[src/rtl/ps2_decoder.sv]
// PS/2 keyboard receiver: synchronizes and deglitches the PS/2 bus, deframes
// 11-bit frames and folds E0/F0 prefixes into a single key event.
module ps2_decoder #(
  parameter int unsigned FILTER_LEN  = 8,
  parameter int unsigned TIMEOUT_CYC = 50000
) (
  input  logic       clk,
  input  logic       reset,
  input  logic       ps2_clk,
  input  logic       ps2_data,
  output logic [7:0] key_in,
  output logic       ext,
  output logic       key_released,
  output logic       key_valid,
  output logic       frame_err
);

  localparam int unsigned FILT_W = $clog2(FILTER_LEN + 1);
  localparam int unsigned TMO_W  = $clog2(TIMEOUT_CYC + 1);

  typedef enum logic [1:0] {
    S_IDLE   = 2'd0,
    S_DATA   = 2'd1,
    S_PARITY = 2'd2,
    S_STOP   = 2'd3
  } state_e;

  state_e             state_q, state_d;
  logic               clk_s1_q, clk_s1_d, clk_s2_q, clk_s2_d;
  logic               dat_s1_q, dat_s1_d, dat_s2_q, dat_s2_d;
  logic               filt_q, filt_d;
  logic [FILT_W-1:0]  filt_cnt_q, filt_cnt_d;
  logic [TMO_W-1:0]   tmo_cnt_q, tmo_cnt_d;
  logic [2:0]         bit_cnt_q, bit_cnt_d;
  logic [7:0]         shift_q, shift_d;
  logic               par_ok_q, par_ok_d;
  logic               ext_pend_q, ext_pend_d;
  logic               rel_pend_q, rel_pend_d;
  logic [7:0]         key_q, key_d;
  logic               ext_q, ext_d;
  logic               rel_q, rel_d;
  logic               key_valid_q, key_valid_d;
  logic               frame_err_q, frame_err_d;
  logic               fall_c;

  // Next-state logic for synchronizers, glitch filter, frame FSM and key tracking
  always_comb begin
    state_d     = state_q;
    clk_s1_d    = ps2_clk;
    clk_s2_d    = clk_s1_q;
    dat_s1_d    = ps2_data;
    dat_s2_d    = dat_s1_q;
    filt_d      = filt_q;
    filt_cnt_d  = filt_cnt_q;
    tmo_cnt_d   = tmo_cnt_q;
    bit_cnt_d   = bit_cnt_q;
    shift_d     = shift_q;
    par_ok_d    = par_ok_q;
    ext_pend_d  = ext_pend_q;
    rel_pend_d  = rel_pend_q;
    key_d       = key_q;
    ext_d       = ext_q;
    rel_d       = rel_q;
    key_valid_d = 1'b0;
    frame_err_d = 1'b0;
    fall_c      = 1'b0;

    // Filtered level flips only after FILTER_LEN consecutive differing samples
    if (clk_s2_q == filt_q) begin
      filt_cnt_d = '0;
    end else if (filt_cnt_q == FILT_W'(FILTER_LEN - 1)) begin
      filt_d     = clk_s2_q;
      filt_cnt_d = '0;
      fall_c     = filt_q;
    end else begin
      filt_cnt_d = filt_cnt_q + FILT_W'(1);
    end

    if (state_q == S_IDLE || fall_c) tmo_cnt_d = '0;
    else                             tmo_cnt_d = tmo_cnt_q + TMO_W'(1);

    case (state_q)
      S_IDLE: begin
        if (fall_c) begin
          if (!dat_s2_q) begin
            state_d   = S_DATA;
            bit_cnt_d = 3'd0;
          end else begin
            frame_err_d = 1'b1;
            ext_pend_d  = 1'b0;
            rel_pend_d  = 1'b0;
          end
        end
      end
      S_DATA: begin
        if (fall_c) begin
          shift_d   = {dat_s2_q, shift_q[7:1]};
          bit_cnt_d = bit_cnt_q + 3'd1;
          if (bit_cnt_q == 3'd7) state_d = S_PARITY;
        end
      end
      S_PARITY: begin
        if (fall_c) begin
          par_ok_d = ^{dat_s2_q, shift_q};
          state_d  = S_STOP;
        end
      end
      S_STOP: begin
        if (fall_c) begin
          state_d = S_IDLE;
          if (dat_s2_q && par_ok_q) begin
            if (shift_q == 8'hE0) begin
              ext_pend_d = 1'b1;
            end else if (shift_q == 8'hF0) begin
              rel_pend_d = 1'b1;
            end else begin
              key_d       = shift_q;
              ext_d       = ext_pend_q;
              rel_d       = rel_pend_q;
              key_valid_d = 1'b1;
              ext_pend_d  = 1'b0;
              rel_pend_d  = 1'b0;
            end
          end else begin
            frame_err_d = 1'b1;
            ext_pend_d  = 1'b0;
            rel_pend_d  = 1'b0;
          end
        end
      end
      default: state_d = S_IDLE;
    endcase

    // Stalled mid-frame bus: abandon the frame (never coincides with a falling edge)
    if (state_q != S_IDLE && !fall_c && tmo_cnt_q == TMO_W'(TIMEOUT_CYC - 1)) begin
      state_d     = S_IDLE;
      frame_err_d = 1'b1;
      ext_pend_d  = 1'b0;
      rel_pend_d  = 1'b0;
    end
  end

  always_ff @(posedge clk or negedge reset) begin
    if (!reset) begin
      state_q     <= S_IDLE;
      clk_s1_q    <= 1'b1;
      clk_s2_q    <= 1'b1;
      dat_s1_q    <= 1'b1;
      dat_s2_q    <= 1'b1;
      filt_q      <= 1'b1;
      filt_cnt_q  <= '0;
      tmo_cnt_q   <= '0;
      bit_cnt_q   <= 3'd0;
      shift_q     <= 8'h00;
      par_ok_q    <= 1'b0;
      ext_pend_q  <= 1'b0;
      rel_pend_q  <= 1'b0;
      key_q       <= 8'h00;
      ext_q       <= 1'b0;
      rel_q       <= 1'b0;
      key_valid_q <= 1'b0;
      frame_err_q <= 1'b0;
    end else begin
      state_q     <= state_d;
      clk_s1_q    <= clk_s1_d;
      clk_s2_q    <= clk_s2_d;
      dat_s1_q    <= dat_s1_d;
      dat_s2_q    <= dat_s2_d;
      filt_q      <= filt_d;
      filt_cnt_q  <= filt_cnt_d;
      tmo_cnt_q   <= tmo_cnt_d;
      bit_cnt_q   <= bit_cnt_d;
      shift_q     <= shift_d;
      par_ok_q    <= par_ok_d;
      ext_pend_q  <= ext_pend_d;
      rel_pend_q  <= rel_pend_d;
      key_q       <= key_d;
      ext_q       <= ext_d;
      rel_q       <= rel_d;
      key_valid_q <= key_valid_d;
      frame_err_q <= frame_err_d;
    end
  end

  assign key_in       = key_q;
  assign ext          = ext_q;
  assign key_released = rel_q;
  assign key_valid    = key_valid_q;
  assign frame_err    = frame_err_q;

endmodule

[config.mk]
export PLATFORM = sky130hd
export DESIGN_NAME = ps2_decoder
export DESIGN_NICKNAME = d
export VERILOG_FILES = /design/src/rtl/ps2_decoder.sv
export SDC_FILE = /design/constraint.sdc
export NUM_CORES = 1
export LEC_CHECK = 0
export ABC_CLOCK_PERIOD_IN_PS = 2100
export CAP_MARGIN = 15
export CORE_ASPECT_RATIO = 2
export CORE_UTILIZATION = 35
export DETAILED_ROUTE_END_ITERATION = 8
export PLACE_DENSITY = 0.56
export SYNTH_ARGS = -nofsm -noshare
export SYNTH_HDL_FRONTEND = slang
export SYNTH_SLANG_ARGS = --single-unit
[constraint.sdc]
create_clock -name clk -period 2.1 [get_ports clk]
set_input_delay 0.63 -clock clk [delete_from_list [all_inputs] [get_ports clk]]
set_output_delay 0.63 -clock clk [all_outputs]
set_load 0.05 [all_outputs]
==> qor.yml, run 1 <==
status:
  outcome: "complete, no violations"
setup_path:
  r2r_slack_ns: 0.20
  crit_path_max_incr_delay_ns: 0.64
  critPathKind: "reg2reg"
  cp-end-kind: "flop"
  reg2reg_depth: 4
  required_ns: 2.28
  crit_slowest_cell: "or4_4"
  cp_num_buf_inv: 0
  crit_chain: "ha_1, nand3_2, or4_4, mux2_4"
  arrival_ns: 2.08
  critPathLaunchType: "flop"
  worstSetupPathDepth: 4
  cp_top_family: "simple AND/OR/NAND/NOR gates"
  critPathMaxFanout: 16
layout:
  final_nets: 272
  fillCellCount: 690
  area_delta_synth_final_pct: 15.9
  antenna_cells: 0
  drive_above_1_share: 0.212
sta:
  max_freq_mhz: 525
  rsz0062_at_grt: "false"
  setup_violations: 0
  fin_crit_ns: 1.90
  skew_ns: 0.00513
  hold_violations: 0
  slew_violations: 0
  slew-limit-headroom: 0.710
  hold_slack_ns: 0.250
  tightest_slew_ns: 0.434
  tns_ns: 0
  finalCritPeriodShare: 0.907
clocking:
  cts_root_buf: "clkbuf_16"
  cts_buffers: 5
  cts_tree: "done"
  postCtsHoldBufs: 0
  clk-insertion-delay-late_ns: 0.29
  post_cts_buffers: 0
  clk_pin_slew_worst_paths_ns: 0.07
  post_cts_resized: 0
  clk_path_buf_depth: 2
  cts_sinks: 53
  h-tree-depth: 2
routing:
  drt-met1-wl_um: 1850
  drtIter0Drc: 26
  ant_nets: 0
  top_layer: "met4"
  routed_wirelength_um: 4760
  vias: 1677
  wl_met3_um: 98
  vias_per_cell: 4.86
  drc: 0
  wl_met2_um: 2680
  drt_first_pass_iters: 4
  wire_per_inst_um: 13.8
yosys:
  syn_nets: 250
  yosysUniqueCellTypes: 43
  synth_flop_cell: "dfrtp_1"
  yosysMostFrequentCell: "dfrtp_1"
  yosys.area.top_type: "dfrtp_1"
  synth_enable_flop_cells: 0
  synth_seq_cells: 53
  synth_common_cells: "dfrtp_1 (48), nor2_1 (28), nand2_1 (22)"
  syn-instance-count: 232
  synthTopCellsByArea: "dfrtp_1 (47%), ha_1 (6.9%), dfstp_2 (5.1%)"
  yosysWarnings: 0
  syn_area_per_cell_sq_um: 11.0
  synth-seq-area-share: 0.521
  syn_area_sq_mm: 0.00256
  yosysTopAreaCellShare: 0.470
  async_reset_ff_frac: 1.00
grt:
  overflow: 0
  grt_pass1_wl_um: 8000
  grt_usage: 0.138
  antenna_found_initial: 0
  grt_max_degree: 40
  grt_pass1_vias: 1695
placed_design:
  io_buffers: 15
  gp_congestion: 0.807
  dp_hpwl_um: 3610
floorplanning:
  die_w_um: 62.4
  initial_utilization: 0.365
  num_rows: 43
  fp.dieH_um: 123
  coreArea_sq_mm: 0.00699
  pin_count: 16
  dieArea_sq_mm: 0.00767
power_and_ir_drop:
  power_density_mw_per_mm2: 888
  leakage_uw: 0.00142
  ir_drop_mv: 0.510
run:
  maxCapViolCount: 0
worst_hold_path:
  holdCritPathClass: "in2async"
## logic make-up (layout without fill, tap and decap cells)
logic type / count (synthesis) / count (layout) / share of synthesized area
simple gates: 90 / 90 / 0.182
flops: 53 / 53 / 0.521
compound gates: 29 / 29 / 0.0817
xor+xnor: 18 / 18 / 0.0617
buf+inv: 18 / 41 / 0.0333
fa+ha+maj: 14 / 14 / 0.0685
mux: 10 / 10 / 0.0514
## path summary, 6_finish.rpt
check | startpoint | to
worst min-delay path | reset | frame_err
min in group clk | clk_s1_q | clk_s2_q
max in group asynchronous | reset | dat_s2_q
worst max register to register | state_q[0] | ext
worst min register to register | clk_s1_q | clk_s2_q
worst max-delay path | state_q[0] | ext
## worst register-to-register path: cells and delay by family, from the launching register on
family,cells,cell delay (ns)
flip-flops,1,0.39
multiplexers,1,0.34
AND/OR/NAND/NOR,2,0.78
adder cells (fa/ha/maj),1,0.27
## placed cells by master, fill, tap and decap left out, drive strengths merged, types with 3 or more instances in the layout
cell / Yosys / routed
dfrtp: 48 / 48
nor2: 28 / 28
nand2: 22 / 22
buf: 4 / 18
ha: 14 / 14
inv: 13 / 13
o21ai: 13 / 13
xnor2: 10 / 10
nor3: 10 / 10
nand3: 10 / 10
mux2: 10 / 10
xor2: 8 / 8
clkbuf: 1 / 6
dfstp: 5 / 5
a22o: 4 / 4
a21oi: 3 / 3
nor4: 3 / 3
nand2b: 3 / 3
## final cells by class
class | instances | area (sq um) | share of cell area
clock inverter | 2 | 35.0 | 0.0118
tap | 90 | 113 | 0.0380
timing repair buffer | 20 | 165 | 0.0558
clock buffer | 6 | 129 | 0.0435
inverter | 13 | 48.8 | 0.0165
sequential | 53 | 1330 | 0.450
multi-input combinational | 161 | 1140 | 0.384
## state kept, by name, indices dropped and copies added, names as in the netlist, 2 cells and up
name / cells
tmo_cnt_q: 16
key_in: 8
shift_q: 8
filt_cnt_q: 4
bit_cnt_q: 3
state_q: 2
## stage by stage
| step | power [uW] | setup slack (ns) | util | cell area [sq um] | instances |
|---|---|---|---|---|---|
| 6_report | 2630 | 0.195 | 0.423 | 2960 | 345 |
| 2_1_floorplan | 1590 | 0.315 | - | 2560 | 232 |
| 4_1_cts | 2670 | 0.182 | 0.423 | 2960 | 345 |
| 5_1_grt | 2780 | 0.0583 | 0.423 | 2960 | 345 |
| 3_3_place_gp | 1740 | 0.204 | 0.400 | 2800 | 337 |
| 3_5_place_dp | 1740 | 0.188 | 0.400 | 2800 | 337 |
## layer usage
metal	vias up	global-route usage
met2	20	0.254
met1	813	0.145
li1	834	-
met5	-	0
met4	0	0.0843
met3	10	0.0223
## report_power, final
group          total (uW)  leakage, uW  internal [uW]  switching (uW)
registers            1200     0.000714           1120            79.1
logic                 519     0.000622            222             296
clock network         916    0.0000808            561             355
(Power assumes the default switching activity.)
==> inputs of run 2 (changes only) <==
--- a/config.mk
+++ b/config.mk
@@ -9,6 +9,7 @@
 export CAP_MARGIN = 15
 export CORE_ASPECT_RATIO = 2
 export CORE_UTILIZATION = 35
+export CTS_CLUSTER_SIZE = 12
 export DETAILED_ROUTE_END_ITERATION = 8
 export PLACE_DENSITY = 0.56
 export SYNTH_ARGS = -nofsm -noshare
==> results of run 2 <==
The final DEF is identical to that of run 1; final timing and power are the same.
